`src/rtl/cep_irq_ctrl_axi4lite_pkg.sv`:
```
// Shared definitions for the CEP interrupt controller: register offsets,
// response codes, source mode and FSM state encodings, default version.
package cep_irq_ctrl_pkg;

    // Register indices taken from addr[4:2]
    localparam logic [2:0] REG_PENDING = 3'd0;
    localparam logic [2:0] REG_ENABLE  = 3'd1;
    localparam logic [2:0] REG_MODE    = 3'd2;
    localparam logic [2:0] REG_RAW     = 3'd3;
    localparam logic [2:0] REG_ACTIVE  = 3'd4;
    localparam logic [2:0] REG_ID      = 3'd5;
    localparam logic [2:0] REG_INFO    = 3'd6;
    localparam logic [2:0] REG_SWSET   = 3'd7;

    localparam logic [1:0] RESP_OKAY   = 2'b00;
    localparam logic [1:0] RESP_SLVERR = 2'b10;

    localparam logic [7:0] DEFAULT_VERSION = 8'h01;

    typedef enum logic {
        IRQ_LEVEL = 1'b0,
        IRQ_EDGE  = 1'b1
    } irq_mode_e;

    typedef enum logic {
        W_IDLE = 1'b0,
        W_RESP = 1'b1
    } wr_state_e;

    typedef enum logic {
        R_IDLE = 1'b0,
        R_DATA = 1'b1
    } rd_state_e;

    // Lowest-index active source in [5:0], or bit 31 set when nothing is active
    function automatic logic [31:0] irq_id(input logic [31:0] active);
        irq_id = 32'h8000_0000;
        for (int i = 31; i >= 0; i--) begin
            if (active[i]) begin
                irq_id = {26'd0, i[5:0]};
            end
        end
    endfunction

endpackage

```
`src/rtl/cep_irq_ctrl_axi4lite_if.sv`:
```
// AXI4-Lite channel bundle between the crossbar (master) and the
// interrupt controller (slave).
interface cep_irq_ctrl_axi4lite_if #(
    parameter int ADDR_W = 32,
    parameter int DATA_W = 32
) ();

    logic [ADDR_W-1:0]   awaddr;
    logic                awvalid;
    logic                awready;
    logic [DATA_W-1:0]   wdata;
    logic [DATA_W/8-1:0] wstrb;
    logic                wvalid;
    logic                wready;
    logic [1:0]          bresp;
    logic                bvalid;
    logic                bready;
    logic [ADDR_W-1:0]   araddr;
    logic                arvalid;
    logic                arready;
    logic [DATA_W-1:0]   rdata;
    logic [1:0]          rresp;
    logic                rvalid;
    logic                rready;

    modport master (
        output awaddr, awvalid, wdata, wstrb, wvalid, bready, araddr, arvalid, rready,
        input  awready, wready, bresp, bvalid, arready, rdata, rresp, rvalid
    );

    modport slave (
        input  awaddr, awvalid, wdata, wstrb, wvalid, bready, araddr, arvalid, rready,
        output awready, wready, bresp, bvalid, arready, rdata, rresp, rvalid
    );

endinterface

```
`src/rtl/cep_irq_ctrl_axi4lite_sync_edge.sv`:
```
// Per-source synchroniser chain with rising-edge detect on the synchronised value.
module cep_irq_sync_edge #(
    parameter int SYNC_STAGES = 2
) (
    input  logic clk,
    input  logic rst,
    input  logic src,
    output logic raw,
    output logic rise
);

    logic [SYNC_STAGES-1:0] sync_q;
    logic                   raw_prev_q;

    // Shift the source through the chain and remember the previous RAW for edge detect
    always_ff @(posedge clk) begin
        if (rst) begin
            sync_q     <= '0;
            raw_prev_q <= 1'b0;
        end else begin
            sync_q[0] <= src;
            for (int i = 1; i < SYNC_STAGES; i++) begin
                sync_q[i] <= sync_q[i-1];
            end
            raw_prev_q <= sync_q[SYNC_STAGES-1];
        end
    end

    assign raw  = sync_q[SYNC_STAGES-1];
    assign rise = raw & ~raw_prev_q;

endmodule

```
`src/rtl/cep_irq_ctrl_axi4lite.sv`:
```
// CEP interrupt controller with an AXI4-Lite register port.
// Optional feature macro: CEP_IRQ_CTRL_SWTRIG_EN adds the write-only SWSET
// register at 0x1C; without it 0x1C is unmapped.
// The crossbar is expected to deliver offsets, so any address bit above [4]
// makes the access unmapped.
module cep_irq_ctrl_axi4lite
    import cep_irq_ctrl_pkg::*;
#(
    parameter int         NUM_IRQ     = 32,
    parameter int         ADDR_W      = 32,
    parameter int         DATA_W      = 32,
    parameter int         SYNC_STAGES = 2,
    parameter logic [7:0] VERSION     = DEFAULT_VERSION
) (
    input  logic                 clk_i,
    input  logic                 rst_i,
    cep_irq_ctrl_axi4lite_if.slave slave,
    input  logic [NUM_IRQ-1:0]   irq_src_i,
    output logic [NUM_IRQ-1:0]   pic_ints_o,
    output logic                 irq_o
);

    localparam logic [31:0] VALID_MASK = (NUM_IRQ >= 32) ? 32'hFFFF_FFFF
                                                         : ((32'd1 << NUM_IRQ) - 32'd1);
    localparam logic [5:0]  NUM_FIELD  = NUM_IRQ[5:0];

    logic [31:0] raw, rise;
    logic [31:0] pending_q, enable_q, mode_q, pending_d, active;
    logic [31:0] w1c_mask, swset_mask;
    logic        enable_we, mode_we;
    logic [1:0]  wr_resp, rd_resp, bresp_q, rresp_q;
    logic [DATA_W-1:0] rd_data, rdata_q;
    logic        wr_in_window, rd_in_window;
    logic [2:0]  wr_idx, rd_idx;

    wr_state_e   w_state_q, w_state_d;
    rd_state_e   r_state_q, r_state_d;
    logic        w_fire, r_fire, aw_ready, b_valid, ar_ready, r_valid;

    logic        unused_bits;
    assign unused_bits = ^{slave.wstrb, slave.awaddr[1:0], slave.araddr[1:0]};

    for (genvar g = 0; g < 32; g++) begin : g_src
        if (g < NUM_IRQ) begin : g_used
            cep_irq_sync_edge #(.SYNC_STAGES(SYNC_STAGES)) u_sync (
                .clk  (clk_i),
                .rst  (rst_i),
                .src  (irq_src_i[g]),
                .raw  (raw[g]),
                .rise (rise[g])
            );
        end else begin : g_absent
            assign raw[g]  = 1'b0;
            assign rise[g] = 1'b0;
        end
    end

    assign active       = pending_q & enable_q;
    assign wr_idx       = slave.awaddr[4:2];
    assign rd_idx       = slave.araddr[4:2];
    assign wr_in_window = (slave.awaddr[ADDR_W-1:5] == '0);
    assign rd_in_window = (slave.araddr[ADDR_W-1:5] == '0);

    // Write channel state register
    always_ff @(posedge clk_i) begin
        if (rst_i) w_state_q <= W_IDLE;
        else       w_state_q <= w_state_d;
    end

    // Write FSM: accept AW and W together in idle, then hold the response until bready
    always_comb begin
        w_state_d = w_state_q;
        aw_ready  = 1'b0;
        b_valid   = 1'b0;
        w_fire    = 1'b0;
        case (w_state_q)
            W_IDLE: begin
                aw_ready = slave.awvalid & slave.wvalid;
                w_fire   = aw_ready;
                if (w_fire) w_state_d = W_RESP;
            end
            W_RESP: begin
                b_valid = 1'b1;
                if (slave.bready) w_state_d = W_IDLE;
            end
        endcase
    end

    // Read channel state register
    always_ff @(posedge clk_i) begin
        if (rst_i) r_state_q <= R_IDLE;
        else       r_state_q <= r_state_d;
    end

    // Read FSM: take an address in idle, then hold the captured data until rready
    always_comb begin
        r_state_d = r_state_q;
        ar_ready  = 1'b0;
        r_valid   = 1'b0;
        r_fire    = 1'b0;
        case (r_state_q)
            R_IDLE: begin
                ar_ready = 1'b1;
                r_fire   = slave.arvalid;
                if (r_fire) r_state_d = R_DATA;
            end
            R_DATA: begin
                r_valid = 1'b1;
                if (slave.rready) r_state_d = R_IDLE;
            end
        endcase
    end

    // Write decode: turn an accepted write into per-register strobes and a response
    always_comb begin
        w1c_mask   = '0;
        swset_mask = '0;
        enable_we  = 1'b0;
        mode_we    = 1'b0;
        wr_resp    = RESP_SLVERR;
        if (wr_in_window) begin
            case (wr_idx)
                REG_PENDING: begin
                    w1c_mask = w_fire ? (slave.wdata[31:0] & VALID_MASK) : '0;
                    wr_resp  = RESP_OKAY;
                end
                REG_ENABLE: begin
                    enable_we = w_fire;
                    wr_resp   = RESP_OKAY;
                end
                REG_MODE: begin
                    mode_we = w_fire;
                    wr_resp = RESP_OKAY;
                end
`ifdef CEP_IRQ_CTRL_SWTRIG_EN
                REG_SWSET: begin
                    swset_mask = w_fire ? (slave.wdata[31:0] & VALID_MASK) : '0;
                    wr_resp    = RESP_OKAY;
                end
`endif
                default: wr_resp = RESP_SLVERR;
            endcase
        end
    end

    // Next PENDING: edge bits latch rises and software sets (both beat a clear), level bits track RAW
    always_comb begin
        pending_d = '0;
        for (int i = 0; i < 32; i++) begin
            if (irq_mode_e'(mode_q[i]) == IRQ_EDGE) begin
                pending_d[i] = (pending_q[i] & ~w1c_mask[i]) | rise[i] | swset_mask[i];
            end else begin
                pending_d[i] = raw[i];
            end
        end
        pending_d = pending_d & VALID_MASK;
    end

    // Read decode: value and response sampled from the pre-write register state
    always_comb begin
        rd_data = '0;
        rd_resp = RESP_SLVERR;
        if (rd_in_window) begin
            rd_resp = RESP_OKAY;
            case (rd_idx)
                REG_PENDING: rd_data = pending_q;
                REG_ENABLE:  rd_data = enable_q;
                REG_MODE:    rd_data = mode_q;
                REG_RAW:     rd_data = raw;
                REG_ACTIVE:  rd_data = active;
                REG_ID:      rd_data = irq_id(active);
                REG_INFO:    rd_data = {VERSION, 18'd0, NUM_FIELD};
`ifdef CEP_IRQ_CTRL_SWTRIG_EN
                REG_SWSET:   rd_data = '0;
`endif
                default:     rd_resp = RESP_SLVERR;
            endcase
        end
    end

    // Register file, output registers and captured bus responses
    always_ff @(posedge clk_i) begin
        if (rst_i) begin
            pending_q  <= '0;
            enable_q   <= '0;
            mode_q     <= '0;
            pic_ints_o <= '0;
            irq_o      <= 1'b0;
            bresp_q    <= RESP_OKAY;
            rresp_q    <= RESP_OKAY;
            rdata_q    <= '0;
        end else begin
            pending_q  <= pending_d;
            if (enable_we) enable_q <= slave.wdata[31:0] & VALID_MASK;
            if (mode_we)   mode_q   <= slave.wdata[31:0] & VALID_MASK;
            pic_ints_o <= active[NUM_IRQ-1:0];
            irq_o      <= |active;
            if (w_fire) bresp_q <= wr_resp;
            if (r_fire) begin
                rdata_q <= rd_data;
                rresp_q <= rd_resp;
            end
        end
    end

    assign slave.awready = aw_ready;
    assign slave.wready  = aw_ready;
    assign slave.bvalid  = b_valid;
    assign slave.bresp   = bresp_q;
    assign slave.arready = ar_ready;
    assign slave.rvalid  = r_valid;
    assign slave.rdata   = rdata_q;
    assign slave.rresp   = rresp_q;

endmodule
```
`src/flat_wrapper.sv`:
```
// flat-port wrapper written by rule: the top's interface ports become plain ports
module cep_irq_ctrl_axi4lite_flat import cep_irq_ctrl_pkg::*;
#(
    parameter int         NUM_IRQ     = 32,
    parameter int         ADDR_W      = 32,
    parameter int         DATA_W      = 32,
    parameter int         SYNC_STAGES = 2,
    parameter logic [7:0] VERSION     = DEFAULT_VERSION
)
  (clk_i, rst_i, irq_src_i, pic_ints_o, irq_o, slave_awaddr, slave_awvalid, slave_wdata, slave_wstrb, slave_wvalid, slave_bready, slave_araddr, slave_arvalid, slave_rready, slave_awready, slave_wready, slave_bresp, slave_bvalid, slave_arready, slave_rdata, slave_rresp, slave_rvalid);
  cep_irq_ctrl_axi4lite_if #(.ADDR_W(ADDR_W), .DATA_W(DATA_W)) slave_i ();
  input  logic clk_i;
  input  logic rst_i;
  input  logic [NUM_IRQ-1:0] irq_src_i;
  output logic [NUM_IRQ-1:0] pic_ints_o;
  output logic irq_o;
  input wire logic [$bits(slave_i.awaddr)-1:0] slave_awaddr;
  input wire logic [$bits(slave_i.awvalid)-1:0] slave_awvalid;
  input wire logic [$bits(slave_i.wdata)-1:0] slave_wdata;
  input wire logic [$bits(slave_i.wstrb)-1:0] slave_wstrb;
  input wire logic [$bits(slave_i.wvalid)-1:0] slave_wvalid;
  input wire logic [$bits(slave_i.bready)-1:0] slave_bready;
  input wire logic [$bits(slave_i.araddr)-1:0] slave_araddr;
  input wire logic [$bits(slave_i.arvalid)-1:0] slave_arvalid;
  input wire logic [$bits(slave_i.rready)-1:0] slave_rready;
  output wire logic [$bits(slave_i.awready)-1:0] slave_awready;
  output wire logic [$bits(slave_i.wready)-1:0] slave_wready;
  output wire logic [$bits(slave_i.bresp)-1:0] slave_bresp;
  output wire logic [$bits(slave_i.bvalid)-1:0] slave_bvalid;
  output wire logic [$bits(slave_i.arready)-1:0] slave_arready;
  output wire logic [$bits(slave_i.rdata)-1:0] slave_rdata;
  output wire logic [$bits(slave_i.rresp)-1:0] slave_rresp;
  output wire logic [$bits(slave_i.rvalid)-1:0] slave_rvalid;
  assign slave_i.awaddr = slave_awaddr;
  assign slave_i.awvalid = slave_awvalid;
  assign slave_i.wdata = slave_wdata;
  assign slave_i.wstrb = slave_wstrb;
  assign slave_i.wvalid = slave_wvalid;
  assign slave_i.bready = slave_bready;
  assign slave_i.araddr = slave_araddr;
  assign slave_i.arvalid = slave_arvalid;
  assign slave_i.rready = slave_rready;
  assign slave_awready = slave_i.awready;
  assign slave_wready = slave_i.wready;
  assign slave_bresp = slave_i.bresp;
  assign slave_bvalid = slave_i.bvalid;
  assign slave_arready = slave_i.arready;
  assign slave_rdata = slave_i.rdata;
  assign slave_rresp = slave_i.rresp;
  assign slave_rvalid = slave_i.rvalid;
  cep_irq_ctrl_axi4lite #(.NUM_IRQ(NUM_IRQ), .ADDR_W(ADDR_W), .DATA_W(DATA_W), .SYNC_STAGES(SYNC_STAGES), .VERSION(VERSION)) u_core (.clk_i(clk_i), .rst_i(rst_i), .slave(slave_i), .irq_src_i(irq_src_i), .pic_ints_o(pic_ints_o), .irq_o(irq_o));
endmodule
```
`config.mk`:
```
export PLATFORM = sky130hd
export DESIGN_NAME = cep_irq_ctrl_axi4lite_flat
export DESIGN_NICKNAME = d
export VERILOG_FILES = /design/src/rtl/cep_irq_ctrl_axi4lite_pkg.sv /design/src/rtl/cep_irq_ctrl_axi4lite_if.sv /design/src/rtl/cep_irq_ctrl_axi4lite_sync_edge.sv /design/src/rtl/cep_irq_ctrl_axi4lite.sv /design/src/flat_wrapper.sv
export SDC_FILE = /design/constraint.sdc
export NUM_CORES = 1
export LEC_CHECK = 0
export BUFFER_PORTS_ARGS = -buffer_cell sky130_fd_sc_hd__buf_2
export CAP_MARGIN = 10
export CORE_ASPECT_RATIO = 2
export CORE_MARGIN = 4
export CORE_UTILIZATION = 45
export CTS_CLUSTER_DIAMETER = 60
export CTS_CLUSTER_SIZE = 8
export DETAILED_ROUTE_END_ITERATION = 16
export GPL_TIMING_DRIVEN = 0
export PLACE_DENSITY = 0.75
export RECOVER_POWER = 50
export SLEW_MARGIN = 20
export SYNTH_ARGS = -nofsm -noshare
export SYNTH_HDL_FRONTEND = slang
export SYNTH_SLANG_ARGS = --single-unit
```
`constraint.sdc`:
```
create_clock -name clk_i -period 3.81 [get_ports clk_i]
set_input_delay 0.762 -clock clk_i [delete_from_list [all_inputs] [get_ports clk_i]]
set_output_delay 0.762 -clock clk_i [all_outputs]
set_load 0.03 [all_outputs]
```
==> flow_summary_export.csv <==
group,metric,value,unit
logic_synthesis,ys_types,51,
logic_synthesis,synth_edf_count,0,
clock_network,post-cts-setup-buffers,0,
logic_synthesis,syn-instance-count,1089,
pwr,powerDensity,486,nW/µm²
drt,wirelength,32400,µm
die,start_util,45.9,%
clock_network,cts_hold_buf,0,
setup_path,critPathLaunchType,"primary input",
setup_path,slowest_delay,0.56,ns
place,portBuffers,199,
logic_synthesis,async_reset_ff_share,0,%
setup_path,r2r_end,"u_core.pending_q[21]",
global_route,grt_usage,25.0,%
finish,final_common_cell,"dfxtp_1",
global_route,antenna_found_initial,0,
drt,drtIter0Drc,635,
setup_path,crit_chain,"clkbuf_1 -> clkbuf_1 -> clkbuf_1 -> clkbuf_1 -> nor2_1",
die,die_h,221,µm
pwr,irDropWorstVdd,455,µV
setup_path,crit_path_start,"rst_i",
drt,vias,9096,
clock_network,max-clock-path-buffers,3,
global_route,grt_first_pass_wirelength,49800,µm
global_route,grt_pass1_vias,9307,
drt,dr.pass1.iters,7,
sta,hold_viol_final,0,
drt,wl_per_cell,20.2,µm
global_route,grt_max_degree,11,
logic_synthesis,yosys_warnings,0,
place,dpl.hpwl,23900,µm
setup_path,reg2regPathDepth,6,
logic_synthesis,synth_area,10200,µm²
finish,diodes,0,
finish,drive_gt1_share,15.2,%
finish,seq_area,5230,µm²
hold_path,whs_path_depth,1,
logic_synthesis,synth_seq_cells,261,
finish,multi_input_area,4600,µm²
clock_network,clock-sinks,261,
sta,fin_skew,0.0188,ns
die,core,22300,µm²
finish,fin_util,55.9,%
sta,fin_crit_sh,71.9,%
clock_network,cts_resized,0,
clock_network,cts_made_buffers,38,
setup_path,critical_path.most_common_cell,"clkbuf_1",
drt,ant_nets,0,
clock_network,htreeDepth,2,
setup_path,critical_path_class,"in -> reg",
pwr,power,6050,µW
global_route,grt_overflow,0,
sta,worst_slack,1.07,ns
setup_path,crit_path_top_delay_cell,"clkbuf_1",
finish,fillers,2022,
sta,setup_viol,0,
place,gp_congestion,0.969,
logic_synthesis,synth.avg_cell_area,9.38,µm²
hold_path,worstHoldPathType,"reg -> reg",
logic_synthesis,synth_ff_type,"dfxtp_1",
setup_path,path_max_fanout,10,
finish,syn_to_final_growth,21.9,%
drt,viasPerCell,5.66,
logic_synthesis,yosysSeqAreaShare,51.2,%
setup_path,required,4.16,ns
die,rows,77,
drt,drc,0,
place,place_ws,0.558,ns
job,max-cap-violations,0,
clock_network,clk_pin_slew,0.05,ns
sta,fin_setup_tns,0,ns
pwr,p_leak,0.00491,µW
setup_path,cp-end-kind,"register",
die,boundaryPins,213,
sta,fin_crit,2.74,ns
setup_path,cp-endpoint,"u_core.pic_ints_o[28]",
die,die_x,115,µm
sta,rsz0062_at_grt,"false",
setup_path,r2r_slack,1.20,ns
clock_network,cts_tree,"built",
finish,final_nets,1468,
sta,finalMaxSlewViolations,0,
setup_path,reg2reg_from,"u_core.w_state_q",
sta,relSlewSlack,26.2,%
die,die_area,25300,µm²
clock_network,root_buffer,"clkbuf_16",
finish,most-common-layout-cells,"dfxtp_1 (261), nor2_1 (153), buf_2 (141), nand2_1 (134), clkbuf_1 (116)",
clock_network,clkLatencyLatePin,0.52,ns
status,outcome,"finished clean",
sta,worstMarginPinSlew,1.10,ns
setup_path,arrival,3.09,ns
sta,fmax,365,MHz
-- where the power goes --
group          total (µW)  internal [µW]  switching [µW]
clock                2910           1790            1120
sequential           2820           2790            28.5
combinational         324            117             207
-- layout make-up --
type,instances,area share [%]
Inverter,10,0.301
Buffer,70,2.75
Sequential cell,261,42.0
Timing Repair Buffer,199,7.29
Clock buffer,39,7.84
Tap cell,276,2.77
Clock inverter,2,0.111
Multi-Input combinational cell,749,37.0
-- stage by stage --
| stage | cell area, µm² | std cells | hold WS [ns] |
|---|---|---|---|
| finish | 12500 | 1606 | 0.431 |
| global route | 12500 | 1606 | 0.442 |
| CTS | 12500 | 1606 | 0.432 |
| detailed placement | 11600 | 1565 | 0.421 |
| global placement | 11600 | 1565 | 0.415 |
| floorplan | 10200 | 1090 | 0.414 |
-- worst max-delay path: cells and delay by family --
| family | cells | cell delay [ns] |
|---|---|---|
| AND/OR/NAND/NOR | 1 | 0.16 |
| buffers and inverters | 4 | 2.15 |
-- state kept, by name, indices dropped and copies added, names as in the netlist --
register                               flops
u_core.g_src.g_used.u_sync.sync_q         64
u_core.enable_q                           32
u_core.g_src.g_used.u_sync.raw_prev_q     32
u_core.mode_q                             32
u_core.pending_q                          32
u_core.pic_ints_o                         32
u_core.slave.rdata                        32
u_core.irq_o                               1
u_core.r_state_q                           1
u_core.slave.bresp                         1
u_core.slave.rresp                         1
u_core.w_state_q                           1
-- layer usage --
layer	vias to the layer above	part of all wire [%]	global-route usage (%)
met2	466	52	44.9
met4	0	6.0	14.3
met3	120	7.2	4.16
met1	4241	35	26.8
li1	4269	-	-
met5	-	0	0
-- synth_stat cells, types with 4 or more instances --
master / count / share of area [%]
a211oi_1: 37 / 2.7
a21o_1: 32 / 2.4
a21oi_1: 16 / 0.78
a22o_1: 4 / 0.34
a22oi_1: 39 / 2.9
a31oi_1: 23 / 1.4
buf_2: 13 / 0.64
buf_4: 5 / 0.37
buf_6: 6 / 0.66
clkbuf_1: 45 / 1.7
dfxtp_1: 261 / 51
inv_1: 9 / 0.33
mux2i_1: 92 / 9.0
nand2_1: 134 / 4.9
nand2b_1: 5 / 0.31
nand3_1: 10 / 0.49
nand4_1: 5 / 0.31
nor2_1: 153 / 5.6
nor2b_1: 99 / 6.1
nor3_1: 6 / 0.29
nor4_1: 11 / 0.67
nor4_2: 4 / 0.49
o21ai_0: 9 / 0.44
o221ai_1: 24 / 2.1
o22ai_1: 7 / 0.43
-- logic make-up (layout without fill, tap and decap cells) --
group                  Yosys count  count (layout)  synth area share, %
flip-flops                     261             261                 51.2
multiplexers                    94              94                 9.46
buffers and inverters           80             320                 3.72
AND/OR/NAND/NOR                443             443                 20.6
other                            1               2               0.0367
AO/OA/AOI/OAI                  210             210                 15.0
-- how the worst min path moves through the flow --
| stage | startpoint | end | slack (ns) |
|---|---|---|---|
| 2_1_floorplan | u_core.g_src[0].g_used.u_sync.sync_q[0] | u_core.g_src[0].g_used.u_sync.sync_q[1] | 0.41 |
| 3_3_place_gp | u_core.g_src[4].g_used.u_sync.sync_q[0] | u_core.g_src[4].g_used.u_sync.sync_q[1] | 0.42 |
| 4_1_cts | u_core.g_src[31].g_used.u_sync.sync_q[0] | u_core.g_src[31].g_used.u_sync.sync_q[1] | 0.43 |
| 6_report | u_core.g_src[4].g_used.u_sync.sync_q[0] | u_core.g_src[4].g_used.u_sync.sync_q[1] | 0.43 |
| 3_5_place_dp | u_core.g_src[31].g_used.u_sync.sync_q[0] | u_core.g_src[31].g_used.u_sync.sync_q[1] | 0.42 |
| 5_1_grt | u_core.g_src[1].g_used.u_sync.sync_q[0] | u_core.g_src[1].g_used.u_sync.sync_q[1] | 0.44 |
Power figures use the tool's default switching activity.
